### src/rtl/johnson_phase_decoder.sv
// Samples an N-bit Johnson code and registers the decoded phase (binary + one-hot).
// Tracks lock to the legal 2N-step sequence and counts errors and full revolutions.
module johnson_phase_decoder #(
  parameter int N     = 4,
  parameter int CNT_W = 8,
  localparam int PH = 2 * N,
  localparam int PW = $clog2(PH)
) (
  input  logic             clk,
  input  logic             rst_n,
  input  logic             code_valid,
  input  logic [0:N-1]     code_in,
  input  logic             clr_err,
  output logic [PW-1:0]    phase,
  output logic [PH-1:0]    phase_onehot,
  output logic             phase_valid,
  output logic             locked,
  output logic             wrap_pulse,
  output logic             invalid_code,
  output logic             seq_error,
  output logic             err_sticky,
  output logic [CNT_W-1:0] err_count,
  output logic [CNT_W-1:0] rev_count
);

  typedef enum logic {UNLOCKED = 1'b0, LOCKED = 1'b1} state_t;

  // Legal code for phase k: ones fill from the left for k<=N, then zeros fill from the left.
  function automatic logic [0:N-1] jpat(input int k);
    logic [0:N-1] p;
    for (int i = 0; i < N; i++)
      p[i] = (k <= N) ? (i < k) : (i >= k - N);
    return p;
  endfunction

  state_t           state_q, state_d;
  logic             legal;
  logic [PW-1:0]    dec_idx, succ;
  logic [PW-1:0]    phase_d;
  logic [PH-1:0]    onehot_d;
  logic             pv_d, wrap_d, inv_d, seq_d, err_ev;
  logic             sticky_d;
  logic [CNT_W-1:0] err_cnt_d, rev_cnt_d;

  always_comb begin
    legal   = 1'b0;
    dec_idx = '0;
    for (int k = 0; k < PH; k++) begin
      if (code_in == jpat(k)) begin
        legal   = 1'b1;
        dec_idx = PW'(k);
      end
    end
  end

  assign succ = (phase == PW'(PH - 1)) ? '0 : phase + 1'b1;

  always_comb begin
    state_d = state_q;
    phase_d = phase;
    pv_d    = phase_valid;
    wrap_d  = 1'b0;
    inv_d   = 1'b0;
    seq_d   = 1'b0;
    if (code_valid) begin
      if (!legal) begin
        inv_d   = 1'b1;
        pv_d    = 1'b0;
        state_d = UNLOCKED;
      end else begin
        phase_d = dec_idx;
        pv_d    = 1'b1;
        state_d = LOCKED;
        // Sequence is only checked once locked; the first legal sample just acquires.
        if (state_q == LOCKED) begin
          if (dec_idx == succ) wrap_d = (phase == PW'(PH - 1));
          else                 seq_d  = 1'b1;
        end
      end
    end
  end

  always_comb begin
    onehot_d = '0;
    for (int k = 0; k < PH; k++)
      onehot_d[k] = pv_d && (phase_d == PW'(k));
  end

  assign err_ev = inv_d | seq_d;

  // A same-cycle error beats clr_err: the count restarts at one rather than zero.
  always_comb begin
    sticky_d  = err_sticky;
    err_cnt_d = err_count;
    if (err_ev) begin
      sticky_d  = 1'b1;
      err_cnt_d = clr_err ? CNT_W'(1) :
                  (&err_count) ? err_count : err_count + 1'b1;
    end else if (clr_err) begin
      sticky_d  = 1'b0;
      err_cnt_d = '0;
    end
    rev_cnt_d = rev_count + CNT_W'(wrap_d);
  end

  always_ff @(posedge clk or negedge rst_n) begin
    if (!rst_n) begin
      state_q      <= UNLOCKED;
      phase        <= '0;
      phase_onehot <= '0;
      phase_valid  <= 1'b0;
      wrap_pulse   <= 1'b0;
      invalid_code <= 1'b0;
      seq_error    <= 1'b0;
      err_sticky   <= 1'b0;
      err_count    <= '0;
      rev_count    <= '0;
    end else begin
      state_q      <= state_d;
      phase        <= phase_d;
      phase_onehot <= onehot_d;
      phase_valid  <= pv_d;
      wrap_pulse   <= wrap_d;
      invalid_code <= inv_d;
      seq_error    <= seq_d;
      err_sticky   <= sticky_d;
      err_count    <= err_cnt_d;
      rev_count    <= rev_cnt_d;
    end
  end

  assign locked = (state_q == LOCKED);

endmodule

### config.mk
export PLATFORM = sky130hd
export DESIGN_NAME = johnson_phase_decoder
export DESIGN_NICKNAME = d
export VERILOG_FILES = /design/src/rtl/johnson_phase_decoder.sv
export SDC_FILE = /design/constraint.sdc
export NUM_CORES = 1
export LEC_CHECK = 0
export BUFFER_PORTS_ARGS = -buffer_cell sky130_fd_sc_hd__buf_2
export CAP_MARGIN = 25
export CORE_ASPECT_RATIO = 1.25
export CORE_UTILIZATION = 52
export DETAILED_ROUTE_END_ITERATION = 6
export PLACE_DENSITY = 0.86
export SYNTH_ARGS = -nofsm -noshare
export SYNTH_HDL_FRONTEND = slang
export SYNTH_SLANG_ARGS = --single-unit
### constraint.sdc
create_clock -name clk -period 3.5 [get_ports clk]
set_clock_uncertainty 0.2 [all_clocks]
set_input_delay 0.7 -clock clk [delete_from_list [all_inputs] [get_ports clk]]
set_output_delay 0.7 -clock clk [all_outputs]
set_load 0.01 [all_outputs]
# Yosys cells after proc, flatten, opt, wreduce, memory -nomap -nowiden
# Index checks and enable logic that the tools add are counted.
[totals] inputBits=8 reg_bits=33 word_cells=80 output_inout_bits=33
[op_classes] n_reduce_logical=13 n_bitwise=1 n_eq_ne=17 mux=36 add_sub_neg=3
[ops] cell="8-bit 2-to-1 mux" n=4
[ops] cell="3-bit 2-to-1 mux" n=8
[ops] cell="1-bit 2-to-1 mux" n=23
[ops] cell="4-bit equality test, second input constant" n=4
[ops] cell="3-bit equality test, second input constant" n=5
[ops] cell="8-bit by 1-bit adder with 8-bit output" n=1
[ops] cell="8-bit by 1-bit adder with 8-bit output, second input constant" n=1
[ops] cell="1-bit logical AND" n=8
[ops] cell="8-bit AND reduction" n=1
[ops] cell="3-bit by 2-bit equality test with 1-bit output, second input constant" n=2
[ops] cell="4-bit by 1-bit equality test with 1-bit output, second input constant" n=1
[ops] cell="4-bit by 2-bit equality test with 1-bit output, second input constant" n=1
[ops] cell="4-bit by 3-bit equality test with 1-bit output, second input constant" n=1
[ops] cell="4-bit zero test" n=1
[ops] cell="3-bit by 1-bit adder with 3-bit output, second input constant" n=1
[ops] cell="3-bit by 1-bit equality test with 1-bit output, second input constant" n=1
[ops] cell="3-bit equality test" n=1
[ops] cell="3-bit zero test" n=1
[ops] cell="2-bit 2-to-1 mux" n=1
[ops] cell="2-bit != test, second input constant" n=1
[ops] cell="2-bit AND reduction" n=1
[ops] cell="2-bit nonzero test" n=1
[ops] cell="1-bit OR" n=1

# Logic depth before layout (Yosys ltp)
[depth] ltp_word=16 depth_mapped=11 ltp_nobuf=11

# Worst setup path after synthesis
# No wires, ideal clock.
[synth_timing] kind="in2reg" from="input port code_in[1] in the netlist's numbering" to="register rev_count[7]" setup_time_ns=0.124 setup_slack_ns=0.463 n_path_buf=1 arrival_ns=2.713 cell_stages=11 path_cell_list="buf_6 and2_1 o21ai_0 xor2_1 nand3_1 nor4b_1 ha_1 and3_1 nand3_1 or2_2 xnor2_1"
[synth_via] elab_chain_cells=14 word_cells_on_any_way=29 classes_between="add/sub: 1; eq/ne: 8; mux: 19; reduce/logical: 1"
[synth_rtl] element="from (decl)" line_no="12" source="input logic [0:N-1] code_in,"
[synth_rtl] element="4-bit equality test" line_no="49" source="if (code_in == jpat(k)) begin"
[synth_rtl] element="1-bit 2-to-1 mux" line_no="49"
[synth_rtl] element="2-bit 2-to-1 mux" line_no="49"
[synth_rtl] element="3-bit 2-to-1 mux (5 in a row)" line_no="49"
[synth_rtl] element="3-bit equality test" line_no="76" source="if (dec_idx == succ) wrap_d = (phase == PW'(PH - 1));"
[synth_rtl] element="1-bit 2-to-1 mux" line_no="76"
[synth_rtl] element="1-bit 2-to-1 mux" line_no="75" source="if (state_q == LOCKED) begin"
[synth_rtl] element="1-bit 2-to-1 mux (*)" line_no="66" source="if (!legal) begin"
[synth_rtl] element="1-bit 2-to-1 mux (*)" line_no="65" source="if (code_valid) begin"
[synth_rtl] element="net wrap_d" line_no="41" source="logic pv_d, wrap_d, inv_d, seq_d, err_ev;"
[synth_rtl] element="8-bit by 1-bit adder with 8-bit output (*)" line_no="103" source="rev_cnt_d = rev_count + CNT_W'(wrap_d);"
[synth_rtl] element="net rev_cnt_d[7]" line_no="43" source="logic [CNT_W-1:0] err_cnt_d, rev_cnt_d;"
[synth_rtl] element="to (signal assigned)" line_no="128" source="rev_count <= rev_cnt_d;"
[synth_rtl] element="to (decl)" line_no="23" source="output logic [CNT_W-1:0] rev_count"
# Mark *: on every way through the listed nets, which the timed path passes. The rest lies on a longest branch.
# A chain may end at the register's enable or synchronous reset.

# Worst setup path after layout
[layout_timing] from="register phase[0]" to="register rev_count[7]"
[layout_via] elab_chain_cells=8 word_cells_on_any_way=9 classes_between="add/sub: 2; eq/ne: 2; mux: 5"
[layout_rtl] element="from (decl)" line_no="14" source="output logic [PW-1:0] phase,"
[layout_rtl] element="from (signal assigned)" line_no="120" source="phase <= phase_d;"
[layout_rtl] element="3-bit by 1-bit adder with 3-bit output or 3-bit equality test (tied branches)" line_no="56, 76"
[layout_rtl] element="3-bit 2-to-1 mux" line_no="56" source="assign succ = (phase == PW'(PH - 1)) ? '0 : phase + 1'b1;"
[layout_rtl] element="3-bit equality test" line_no="76"
[layout_rtl] element="1-bit 2-to-1 mux (*)" line_no="76"
[layout_rtl] element="1-bit 2-to-1 mux (*)" line_no="75"
[layout_rtl] element="1-bit 2-to-1 mux (*)" line_no="66"
[layout_rtl] element="1-bit 2-to-1 mux (*)" line_no="65"
[layout_rtl] element="net wrap_d" line_no="41"
[layout_rtl] element="8-bit by 1-bit adder with 8-bit output (*)" line_no="103"
[layout_rtl] element="net rev_cnt_d[7]" line_no="43"
# Marked as above.

==> run summary <==
The die is 51.58 microns wide. The mapped netlist covers 1598 sq um. In this run the worst hold path is classified as in -> async. Routability-driven placement finished with a final weighted congestion of 0.9273. For this configuration, the core starts out at a cell density of 54.76%. Largest net degree at the start of global routing: 34. The via count was 1296. In the routed design, unresolved DRC markers number 0. For the pin with the worst max-slew slack, the measured transition is 0.6894 ns. In this run, placement finished with an instance count of 224. In this run, the number of DRC markers left after iteration 0 of detailed routing was 50.

The overall die area is 3300 sq um, and the total leakage power is 0.9574 nW. Among all cell types in the netlist, the one instantiated most often is dfrtp_1. The register bit total from synthesis is 33. Synthesis instantiated 43 different standard cells from the library.

The data arrival time of the critical path is 3.04 ns. The Yosys step of the flow raised 0 warnings. The total power density per cell area is 489.0 nW/um^2, and the highest net fanout along the worst path is 4. After detailed routing, the number of vias per cell comes to 5.586. The post-detailed-route count of antenna-violating nets is 0, and the average cell area after synthesis is 10.44 sq um.

The number of setup violations in the final report was 0. The clock tree root driver cell was clkbuf_4. STA classifies the critical path endpoint as a flop.

The max-slew violation count was 0; the count of H-tree levels built during CTS was 2. The number of buffers added by the clock tree synthesis step is 5, and the fraction of synthesized cell area taken by the top area cell type is 51.68%. The run gives 22 as the number of placement rows.

The run finished with clean final reports. After synthesis, the most frequently instantiated cells are dfrtp_1 (33), nor2_1 (16), nand2_1 (9), o21ai_0 (9), nand3_1 (8). The number of cells on the worst reg-to-reg path is 11.

Pin placement for this block handled 41 I/O pins. In this run the tightest slew margin relative to its limit is 54.04%. For this run, the leading register cell type out of synthesis is dfrtp_1. Summed over all layers, the global routing overflow is 0. The number of enable-type register cells in the synthesized netlist came out at 0. The region available for standard cell placement spans 2918 sq um.

Ranked by total cell area, the synthesized netlist is headed by dfrtp_1 (52%), ha_1 (3.9%), nor2_1 (3.8%). Required time at the worst-slack endpoint: 3.53 ns. The final total negative setup slack came out at 0 ns. Synthesis produced a netlist whose cell count is 153. Of the cells placed in the final design, the portion with a size suffix greater than 1 is 30.10%.

For the deepest clock path buffer count, the log shows 2. The tools report the nature of the critical path startpoint as a flop. The tools report the synthesized net count as 166. The via count of the first global-routing pass is 1229. The number of antenna violations at the first check in global routing is 0, and the clock sink total is 33.

The tools report the worst ir drop on vdd as 0.0004615 V. The global-route wire length before repair is 5237 microns, and the minimum period implied by the final worst setup slack is 3.011 ns. After synthesis, the share of flip-flops with an asynchronous set or reset is 100.0%. After layout, the worst path uses 86.04% of the clock period. The HPWL after detailed placement is 2397 microns. The routed wirelength normalized by instance count is 13.88 microns. In this run the post-CTS setup repair buffer count came out at 0. The number of max-capacitance violations reported is 0, and the number of input and output port buffers inserted is 40. The area overhead of the layout relative to synthesis was 16.52%.

After detailed routing, the total wire length is 3221 microns. The startpoint-to-endpoint class of the critical path was reg -> reg. dfrtp_1 takes more of the synthesized area than any other cell.

The pre-antenna-repair detailed-routing pass consisted of 4 iterations. Setup repair after global routing left no endpoint under its margin. The number of antenna diodes in the final layout is 0. Derived from the worst setup path, the maximum achievable clock frequency is 332.1 MHz. The run gives 0 as the post-cts repair resize count. In the global route stage, overall resource usage came out at 21.63%. The run gives 232 as the non-filler instance count after layout.

From bottom edge to top edge, the die measures 63.98 microns. The tools report the source-to-sink clock delay at the later pin of the worst-skew pair as 0.33 ns. The tools report the number of endpoints with negative hold slack in the final report as 0. TritonCTS built the clock tree. For this run, the register share of the synthesized area comes to 51.68%. For the number of nets in the layout, the log shows 208. The clock edge transition at the registers on the reported setup and hold paths was 0.10 ns. The count of hold buffers inserted by post-cts repair is 0.
-- layer usage --
| layer | GRT usage, % | up-vias | part of all wire (%) |
|---|---|---|---|
| met1 | 24.61 | 622 | 41 |
| met5 | 0 | - | 0 |
| met4 | 7.432 | 0 | 1.3 |
| met3 | 8.095 | 6 | 6.2 |
| met2 | 36.53 | 54 | 51 |
| li1 | - | 614 | - |
-- final cells by class --
| class | instances | area (sq um) |
|---|---|---|
| Tap cell | 36 | 45.04 |
| Multi-Input combinational cell | 110 | 701.9 |
| Inverter | 5 | 18.77 |
| Timing Repair Buffer | 40 | 200.2 |
| Clock buffer | 7 | 65.06 |
| Clock inverter | 1 | 5.005 |
| Sequential cell | 33 | 825.8 |
| Fill cell | 249 | 1056 |
-- path summary, 6_finish.rpt --
path                                              from                        end  slack [ns]
worst max-delay path                phase[0]$_DFF_PN0_     rev_count[7]$_DFF_PN0_        0.49
worst min-delay path                             rst_n   err_count[4]$_DFFE_PN0P_        0.20
worst max register to register      phase[0]$_DFF_PN0_     rev_count[7]$_DFF_PN0_        0.49
worst min register to register  rev_count[7]$_DFF_PN0_     rev_count[7]$_DFF_PN0_        0.28
max in group asynchronous                        rst_n  phase_onehot[6]$_DFF_PN0_        2.46
min in group clk                rev_count[7]$_DFF_PN0_     rev_count[7]$_DFF_PN0_        0.28
-- cell usage in the layout (no fill, tap or decap), types with 3 or more instances in the layout --
| cell | netlist | routed |
|---|---|---|
| dfrtp_1 | 33 | 33 |
| clkbuf_4 | 0 | 5 |
| nor2_1 | 16 | 16 |
| nand3b_1 | 4 | 4 |
| inv_1 | 5 | 5 |
| or2_2 | 3 | 3 |
| nand2b_1 | 3 | 3 |
| xnor2_1 | 6 | 6 |
| a21oi_1 | 6 | 6 |
| o21ai_0 | 9 | 9 |
| or3_1 | 3 | 3 |
| buf_2 | 0 | 40 |
| nor2b_1 | 3 | 3 |
| ha_1 | 5 | 5 |
| xor2_1 | 5 | 5 |
| nand2_1 | 9 | 9 |
| nand3_1 | 8 | 8 |
-- critical path: stages (launching register included) --
cell and delay (ns):
dfrtp_1 0.44, ha_1 0.22, ha_1 0.21, nor2_1 0.12, xor2_1 0.23, nand3_1 0.12
nor4b_1 0.40, ha_1 0.28, and3_1 0.16, nand3_1 0.10, or2_2 0.32, xnor2_1 0.12
-- state kept, by name, summed over array words and instances, names as in the netlist --
| name | cells |
|---|---|
| phase_onehot | 8 |
| invalid_code | 1 |
| phase | 3 |
| err_sticky | 1 |
| locked | 1 |
| wrap_pulse | 1 |
| rev_count | 8 |
| err_count | 8 |
| seq_error | 1 |
| phase_valid | 1 |
-- where the power goes --
group	switching (W)	internal [W]
Clock	0.000121	0.000116
Combinational	0.000133	0.0000868
Sequential	0.0000354	0.000418
Total	0.000289	0.000621
-- through the flow --
step / power, W / utilization [%] / worst slack [ns] / hold slack [ns] / cell area [sq um]
2_1_floorplan: 0.0006064 / - / 0.4627 / 0.2044 / 1598
3_3_place_gp: 0.0006663 / 61.41 / 0.2534 / 0.2593 / 1792
6_report: 0.0009104 / 63.81 / 0.4885 / 0.1952 / 1862
4_1_cts: 0.0009167 / 63.81 / 0.4607 / 0.2173 / 1862
3_5_place_dp: 0.0006798 / 61.41 / 0.1537 / 0.2663 / 1792
5_1_grt: 0.0009612 / 63.81 / 0.2205 / 0.2472 / 1862
-- kinds of logic after synthesis --
group,after synthesis,share of synthesized area [%]
mux,1,0.6265
flops,33,51.68
compound gates,32,13.47
fa+ha+maj,5,3.915
xor+xnor,11,6.030
buf+inv,10,4.385
simple gates,61,19.89
(Power assumes the default switching activity.)
